===== config.mk =====
export PLATFORM = sky130hd
export DESIGN_NAME = dec_sel_scanner
export DESIGN_NICKNAME = d
export VERILOG_FILES = /design/src/rtl/dec_sel_scanner.sv
export SDC_FILE = /design/constraint.sdc
export NUM_CORES = 1
export LEC_CHECK = 0
export BUFFER_PORTS_ARGS = -buffer_cell sky130_fd_sc_hd__buf_2
export CELL_PAD_IN_SITES_DETAIL_PLACEMENT = 0
export CELL_PAD_IN_SITES_GLOBAL_PLACEMENT = 2
export CORE_ASPECT_RATIO = 1.4
export CORE_MARGIN = 1
export CORE_UTILIZATION = 31
export CTS_BUF_LIST = sky130_fd_sc_hd__clkbuf_4 sky130_fd_sc_hd__clkbuf_8 sky130_fd_sc_hd__clkbuf_16
export DETAILED_ROUTE_END_ITERATION = 7
export HOLD_SLACK_MARGIN = 0.12
export PLACE_DENSITY_LB_ADDON = 0.1
export SLEW_MARGIN = 20
export SYNTH_ARGS = -nofsm -noshare
export SYNTH_HDL_FRONTEND = slang
export SYNTH_SLANG_ARGS = --single-unit
export TNS_END_PERCENT = 20

===== constraint.sdc =====
create_clock -name clk -period 2.1 [get_ports clk]
set_input_delay 0.105 -clock clk [delete_from_list [all_inputs] [get_ports clk]]
set_output_delay 0.105 -clock clk [all_outputs]
set_load 0.1 [all_outputs]

===== src/rtl/dec_sel_scanner.sv =====
// Select sequencer for the 2x4 decoder: steps s through its four codes, holding each for dwell+1 cycles.
// Optional SCAN_DOWN_EN adds a dir input; dir=1 scans 3,2,1,0 and loops 0->3.
module dec_sel_scanner #(
  parameter int DWELL_W = 4
) (
  input  logic               clk,
  input  logic               rst_n,
  input  logic               start,
  input  logic               stop,
  input  logic               pause,
  input  logic               loop,
  input  logic [DWELL_W-1:0] dwell,
`ifdef SCAN_DOWN_EN
  input  logic               dir,
`endif
  output logic [0:1]         s,
  output logic               s_valid,
  output logic               busy,
  output logic               done
);

  typedef enum logic {IDLE, RUN} state_t;

  state_t             state;
  logic [DWELL_W-1:0] cnt;
  logic [DWELL_W-1:0] dwell_q;
  logic               loop_q;
  logic [1:0]         start_code;
  logic [1:0]         term_code;
  logic [1:0]         step_code;

`ifdef SCAN_DOWN_EN
  logic dir_q;
  assign start_code = dir   ? 2'd3 : 2'd0;
  assign term_code  = dir_q ? 2'd0 : 2'd3;
  assign step_code  = dir_q ? s - 2'd1 : s + 2'd1;
`else
  assign start_code = 2'd0;
  assign term_code  = 2'd3;
  assign step_code  = s + 2'd1;
`endif

  // NOTE: all state uses non-blocking assignments so every register samples pre-edge values.
  always_ff @(posedge clk or negedge rst_n) begin
    if (!rst_n) begin
      state   <= IDLE;
      s       <= 2'b00;
      s_valid <= 1'b0;
      busy    <= 1'b0;
      done    <= 1'b0;
      cnt     <= '0;
      dwell_q <= '0;
      loop_q  <= 1'b0;
`ifdef SCAN_DOWN_EN
      dir_q   <= 1'b0;
`endif
    end else begin
      done <= 1'b0;
      case (state)
        IDLE: begin
          if (start && !stop) begin
            state   <= RUN;
            s       <= start_code;
            s_valid <= 1'b1;
            busy    <= 1'b1;
            cnt     <= dwell;
            dwell_q <= dwell;
            loop_q  <= loop;
`ifdef SCAN_DOWN_EN
            dir_q   <= dir;
`endif
          end
        end
        RUN: begin
          if (stop) begin
            state   <= IDLE;
            s       <= 2'b00;
            s_valid <= 1'b0;
            busy    <= 1'b0;
          end else if (pause) begin
            state <= RUN;
          end else if (cnt != '0) begin
            cnt <= cnt - 1'b1;
          end else if (s == term_code && !loop_q) begin
            // One-shot end: s keeps the terminal code while idle.
            state   <= IDLE;
            s_valid <= 1'b0;
            busy    <= 1'b0;
            done    <= 1'b1;
          end else begin
            // Modulo-4 step covers both the normal advance and the loop wrap.
            s   <= step_code;
            cnt <= dwell_q;
          end
        end
        default: state <= IDLE;
      endcase
    end
  end

endmodule


Yosys cells after proc, flatten, opt, wreduce, memory -nomap -nowiden

Index checks and enable logic that the tools add are counted.
Widths: inputs -> output; s select.

Register bits after elaboration: 14
Bits in latches: 0
RAM bits: 0
Memory bits (read-only): 0
Bits of input ports: 10
Output and inout bits: 5
Word-level logic and storage cells: 57
Memories: 0

Add/subtract/negate cells: 2
$mul: 0
Div/mod/pow operators: 0
Order comparisons: 0
Equality and inequality tests: 9
Shift-type cells: 0
Mux-type cells: 29
Bitwise gates (word level): 1
Reductions and logical operators: 9

Operators with widths:

| operator            | number |
|---|---|
| $mux 4              | 5 |
| $mux 1              | 15 |
| $ne 3x3->1 const B  | 4 |
| $reduce_and 4->1    | 3 |
| $mux 2              | 5 |
| $pmux 4 s2          | 1 |
| $ne 2x2->1 const B  | 3 |
| $pmux 1 s2          | 2 |
| $pmux 2 s2          | 1 |
| $reduce_bool 4->1   | 1 |
| $sub 4x1->4 const B | 1 |
| $ne 3x2->1 const B  | 1 |
| $add 2x1->2 const B | 1 |
| $eq 2x2->1 const B  | 1 |
| $logic_and 1x1->1   | 2 |
| $logic_not 1->1     | 2 |
| $reduce_and 2->1    | 1 |
| $not 1->1           | 1 |

Depth between registers and ports, before layout

Depth in word-level cells: 7
Depth in mapped cells: 6
Gate-level depth less buffers: 6

Least setup slack after synthesis

No wires, ideal clock.

Kind: reg-to-reg
Start point: register s[1] (netlist name)
End point: register s[1] (netlist name)
Library setup time: 0.096 ns
Data arrival time: 2.009 ns
Required time: 2.004 ns
Setup slack: -0.005 ns
Cell stages (with the launch flop): 6
Path buffers: 0
Clock period less this slack: 2.105 ns
Path through: dfrtp_1 -> ha_1 -> nor2b_1 -> or3_4 -> xor2_1 -> o32ai_2

Cells in the longest elaborated chain, start to end: 6
Elaborated cells between the ends (all ways): 10
Classes of those cells: add/sub (1); eq/ne (2); mux (5); reduce/logical (2)

Ends and longest elaborated chain:

| what                   | line | text |
|---|---|---|
| from (decl)            | 16   | `output logic [0:1] s,` |
| from (signal assigned) | 63   | `s <= start_code;` |
| from (signal assigned) | 92   | `s <= step_code;` |
| $add 2x1->2            | 40   | `assign step_code = s + 2'd1;` |
| $mux 2                 | 84   | `end else if (s == term_code && !loop_q) begin` |
| $mux 2                 | 82   | `end else if (cnt != '0) begin` |
| $mux 2                 | 80   | `end else if (pause) begin` |
| $mux 2                 | 75   | `if (stop) begin` |
| $pmux 2 s2             | 59   | `case (state)` |

Parallel ways exist; a longest one is shown, timed or not. The select of a mux whose other input is x is not followed.
A chain may end at the register's enable or synchronous reset.

Worst setup path in the final report

Start point: register cnt[0]
End point: register s[0] (netlist name)

Cells in the longest elaborated chain, start to end: 3

Ends and longest elaborated chain:

| what                              | line | text |
|---|---|---|
| from (decl)                       | 25   | `logic [DWELL_W-1:0] cnt;` |
| from (signal assigned)            | 66   | `cnt <= dwell;` |
| from (signal assigned)            | 83   | `cnt <= cnt - 1'b1;` |
| from (signal assigned)            | 93   | `cnt <= dwell_q;` |
| $reduce_bool 4->1                 | 82   |  |
| $ne 3x3->1 (no source line)       | --   |  |
| $reduce_and 4->1 (no source line) | --   |  |

No other way between the ends.

==> results.cfg <==
[clock_network]
numCtsBuffers = 3
ctsResizeCount = 0
ctsHtreeMaxLevel = 1
cts_buffer_depth = 2
clock_sinks = 14
clkTransAtPathRegs_ps = 90
cts-root-buf = clkbuf_4
cts_tree = built
clock_latency_ps = 290

[pwr]
p_int_mw = 0.507
p_seq_share_pct = 45.8
power_density_nw_per_um2 = 840
clock_power_share_pct = 22.5
finalPower_mw = 0.810
p_sw_mw = 0.303
switching_share_pct = 37.4
power_frac_comb_pct = 31.7
power_leakage_nw = 0.467
peakVddDrop_mv = 0.334

[timing]
finalMaxSlewViolations = 0
rsz0062_at_grt = no
tightest_slew_ps = 486
fin_setup_tns_ps = 0
max-slew-margin-rel_pct = 67.8
fmax_ghz = 0.525
clock_skew_ps = 3.24
fin_crit_ps = 1910
setup_viol = 0
hold_viol_final = 0
finalWorstSetupSlack_ps = 195
fin_crit_sh_pct = 90.7

[floorplan]
dieArea_um2 = 2640
core.rowCount = 20
floorplan.initialDensity_pct = 33.9
coreArea_um2 = 2230
die_w_um = 43.7
die_y_um = 60.4
io_pins = 15

[critical_path]
crit_required_ps = 2290
crit_path_end_kind = flop
crit_type = flop to flop
worst-path-max-fanout = 5
crit_chain = inv_1 > ha_1 > or3b_4 > or3_4 > mux2i_1 > o32ai_1
critical_path.slowest_cell = or3b_4
start_kind = flop
slowest_delay_ps = 410
cp_data_arrival_time_ps = 2090

[status]
status = finished with violations
violations = design-rule violations

[cells_and_area]
n_antenna_cell = 0
drive_gt1_share_pct = 23.6
syn2layout_area_growth_pct = 27.6
stdcell_count = 128
nFillCells = 226
multiInputGateArea_um2 = 375
fin_nets = 119
seqCellArea_um2 = 352

[synth]
netlist_instances = 81
synth_area_um2 = 756
synth-seq-cells = 14
ys_seq_area_share_pct = 46.4
ys_types = 30
syn_nets = 93
synth.avg_cell_area_um2 = 9.33
ys_warn_count = 0

[route]
dr.pass1.iters = 6
postRouteAntennaNets = 0
wl_met3_um = 59
met2WireLength_um = 883
drt_iter0_markers = 18
highest_layer = met4
viasPerCell = 5.15
detail_route.wl_per_cell_um = 13.9
drt-met1-wl_um = 782
post-route-drc-count = 2
wirelength_um = 1780
vias = 659

[global_routing]
antenna_found_initial = 0
grt_max_degree = 15
grt_pass1_vias = 637
grt_pass1_wl_um = 2990
grt_use_total_pct = 16.1
overflow = 0

[placed_design]
dpl_worst_slack_ps = 227
place_hpwl_um = 1290
dp.cells = 116
gp_congestion = 0.789
numPortBuffers = 14

[flow_run]
maxCapViolCount = 0

[hold_path]
hold_path.class = input pin to asynchronous set/reset pin
==> per-layer routing <==
metal,global-route usage [%],up-vias
li1,-,333
met1,19.5,304
met2,26.7,17
met3,1.79,5
met4,10.7,0
met5,0,-
==> synth_stat cells <==
| cell | number | share of area, % |
|---|---|---|
| a2111oi_0 | 1 | 1.2 |
| a211oi_1 | 1 | 0.99 |
| a221oi_1 | 1 | 1.2 |
| a311oi_1 | 1 | 1.2 |
| and2_0 | 1 | 0.83 |
| and3_1 | 1 | 0.83 |
| buf_4 | 1 | 0.99 |
| clkbuf_1 | 2 | 0.99 |
| dfrtp_1 | 14 | 46 |
| ha_1 | 2 | 3.3 |
| inv_1 | 4 | 2.0 |
| mux2i_1 | 3 | 4.0 |
| nand2_1 | 21 | 10 |
| nand2b_1 | 2 | 1.7 |
| nor2_1 | 4 | 2.0 |
| nor2b_1 | 3 | 2.5 |
| nor3_1 | 2 | 1.3 |
| nor3b_1 | 1 | 0.99 |
| nor4_1 | 1 | 0.83 |
| nor4b_1 | 1 | 1.2 |
| o2111ai_1 | 1 | 1.2 |
| o211ai_1 | 1 | 0.99 |
| o21ai_0 | 4 | 2.6 |
| o221a_2 | 1 | 1.5 |
| o32ai_1 | 1 | 1.2 |
| o32ai_2 | 1 | 2.2 |
| or3_1 | 2 | 1.7 |
| or3_4 | 1 | 1.5 |
| or3b_4 | 1 | 1.5 |
| xor2_1 | 1 | 1.2 |
==> cell type report <==
| class | count | share of cell area, % |
|---|---|---|
| multi-input combinational | 60 | 38.9 |
| timing repair buffer | 24 | 17.1 |
| clock buffer | 4 | 3.11 |
| sequential | 14 | 36.4 |
| tap | 22 | 2.85 |
| inverter | 4 | 1.56 |
==> state kept, by name, indices dropped and copies added (netlist names) <==
register	count
state	1
dwell_q	4
busy	1
s	2
cnt	4
done	1
loop_q	1
==> metrics by stage <==
stage / util (%) / area, um2 / hold slack, ps
floorplan: - / 757 / -191
global placement: 38.4 / 855 / 26.2
detailed placement: 38.4 / 855 / 24.7
CTS: 43.3 / 965 / 235
global route: 43.3 / 965 / 254
finish: 43.3 / 965 / 231
==> what timing repair did <==
item,CTS,global route
endpoints found under the hold margin,25,0
hold buffers,8,0
endpoints found under the setup margin,0,0
buffers inserted,0,0
==> power groups by stage <==
stage | Combinational, mW | Sequential [mW] | Clock (mW)
after detailed placement | 0.247 | 0.377 | 0
after global placement | 0.248 | 0.377 | 0
after global routing | 0.285 | 0.382 | 0.201
final | 0.257 | 0.371 | 0.182
after CTS | 0.260 | 0.371 | 0.191
after floorplan | 0.163 | 0.397 | 0
==> kinds of logic (layout without fill, tap and decap cells) <==
family | after synthesis | count (layout) | share of synthesized area (%)
xor gates and xnor gates | 1 | 1 | 1.16
adders and majority gates | 2 | 2 | 3.31
and+or+nand+nor | 41 | 41 | 27.2
muxes | 3 | 3 | 3.97
AOI/OAI and AO/OA | 13 | 13 | 14.1
DFF | 14 | 14 | 46.4
buffers and inverters | 7 | 32 | 3.97
==> critical path: cells and delay by family, from the launching register on <==
| family | cells | cell delay (ps) |
|---|---|---|
| compound gates | 1 | 230 |
| fa+ha+maj | 1 | 210 |
| buf+inv | 1 | 80 |
| flops | 1 | 390 |
| mux | 1 | 130 |
| simple gates | 2 | 760 |
==> layout by cell type (no fill, tap or decap), types with 2 or more instances in the layout <==
cell and instances:
buf_4 2, dlygate4sd3_1 8, o21ai_0 4, nand2b_1 2, ha_1 2, buf_2 14
nand2_1 21, or3_1 2, nor2_1 4, nor3_1 2, clkbuf_4 4, nor2b_1 3
inv_1 4, dfrtp_1 13, mux2i_1 3
==> path summary, 6_finish.rpt <==
kind | cells after the start | endpoint | start | slack [ps]
setup / recovery | 6 | s[0]$_DFFE_PN0P_ | cnt[0]$_DFFE_PN0P_ | 190
hold / removal | 2 | done$_DFF_PN0_ | rst_n | 230
setup reg to reg | 6 | s[0]$_DFFE_PN0P_ | cnt[0]$_DFFE_PN0P_ | 190
hold reg to reg | 2 | dwell_q[2]$_DFFE_PN0P_ | dwell_q[2]$_DFFE_PN0P_ | 480
max in group asynchronous | 2 | s[1]$_DFFE_PN0P_ | rst_n | 1610
min in group clk | 3 | s[1]$_DFFE_PN0P_ | start | 240
Note: power is estimated with default switching activity, not from simulation.
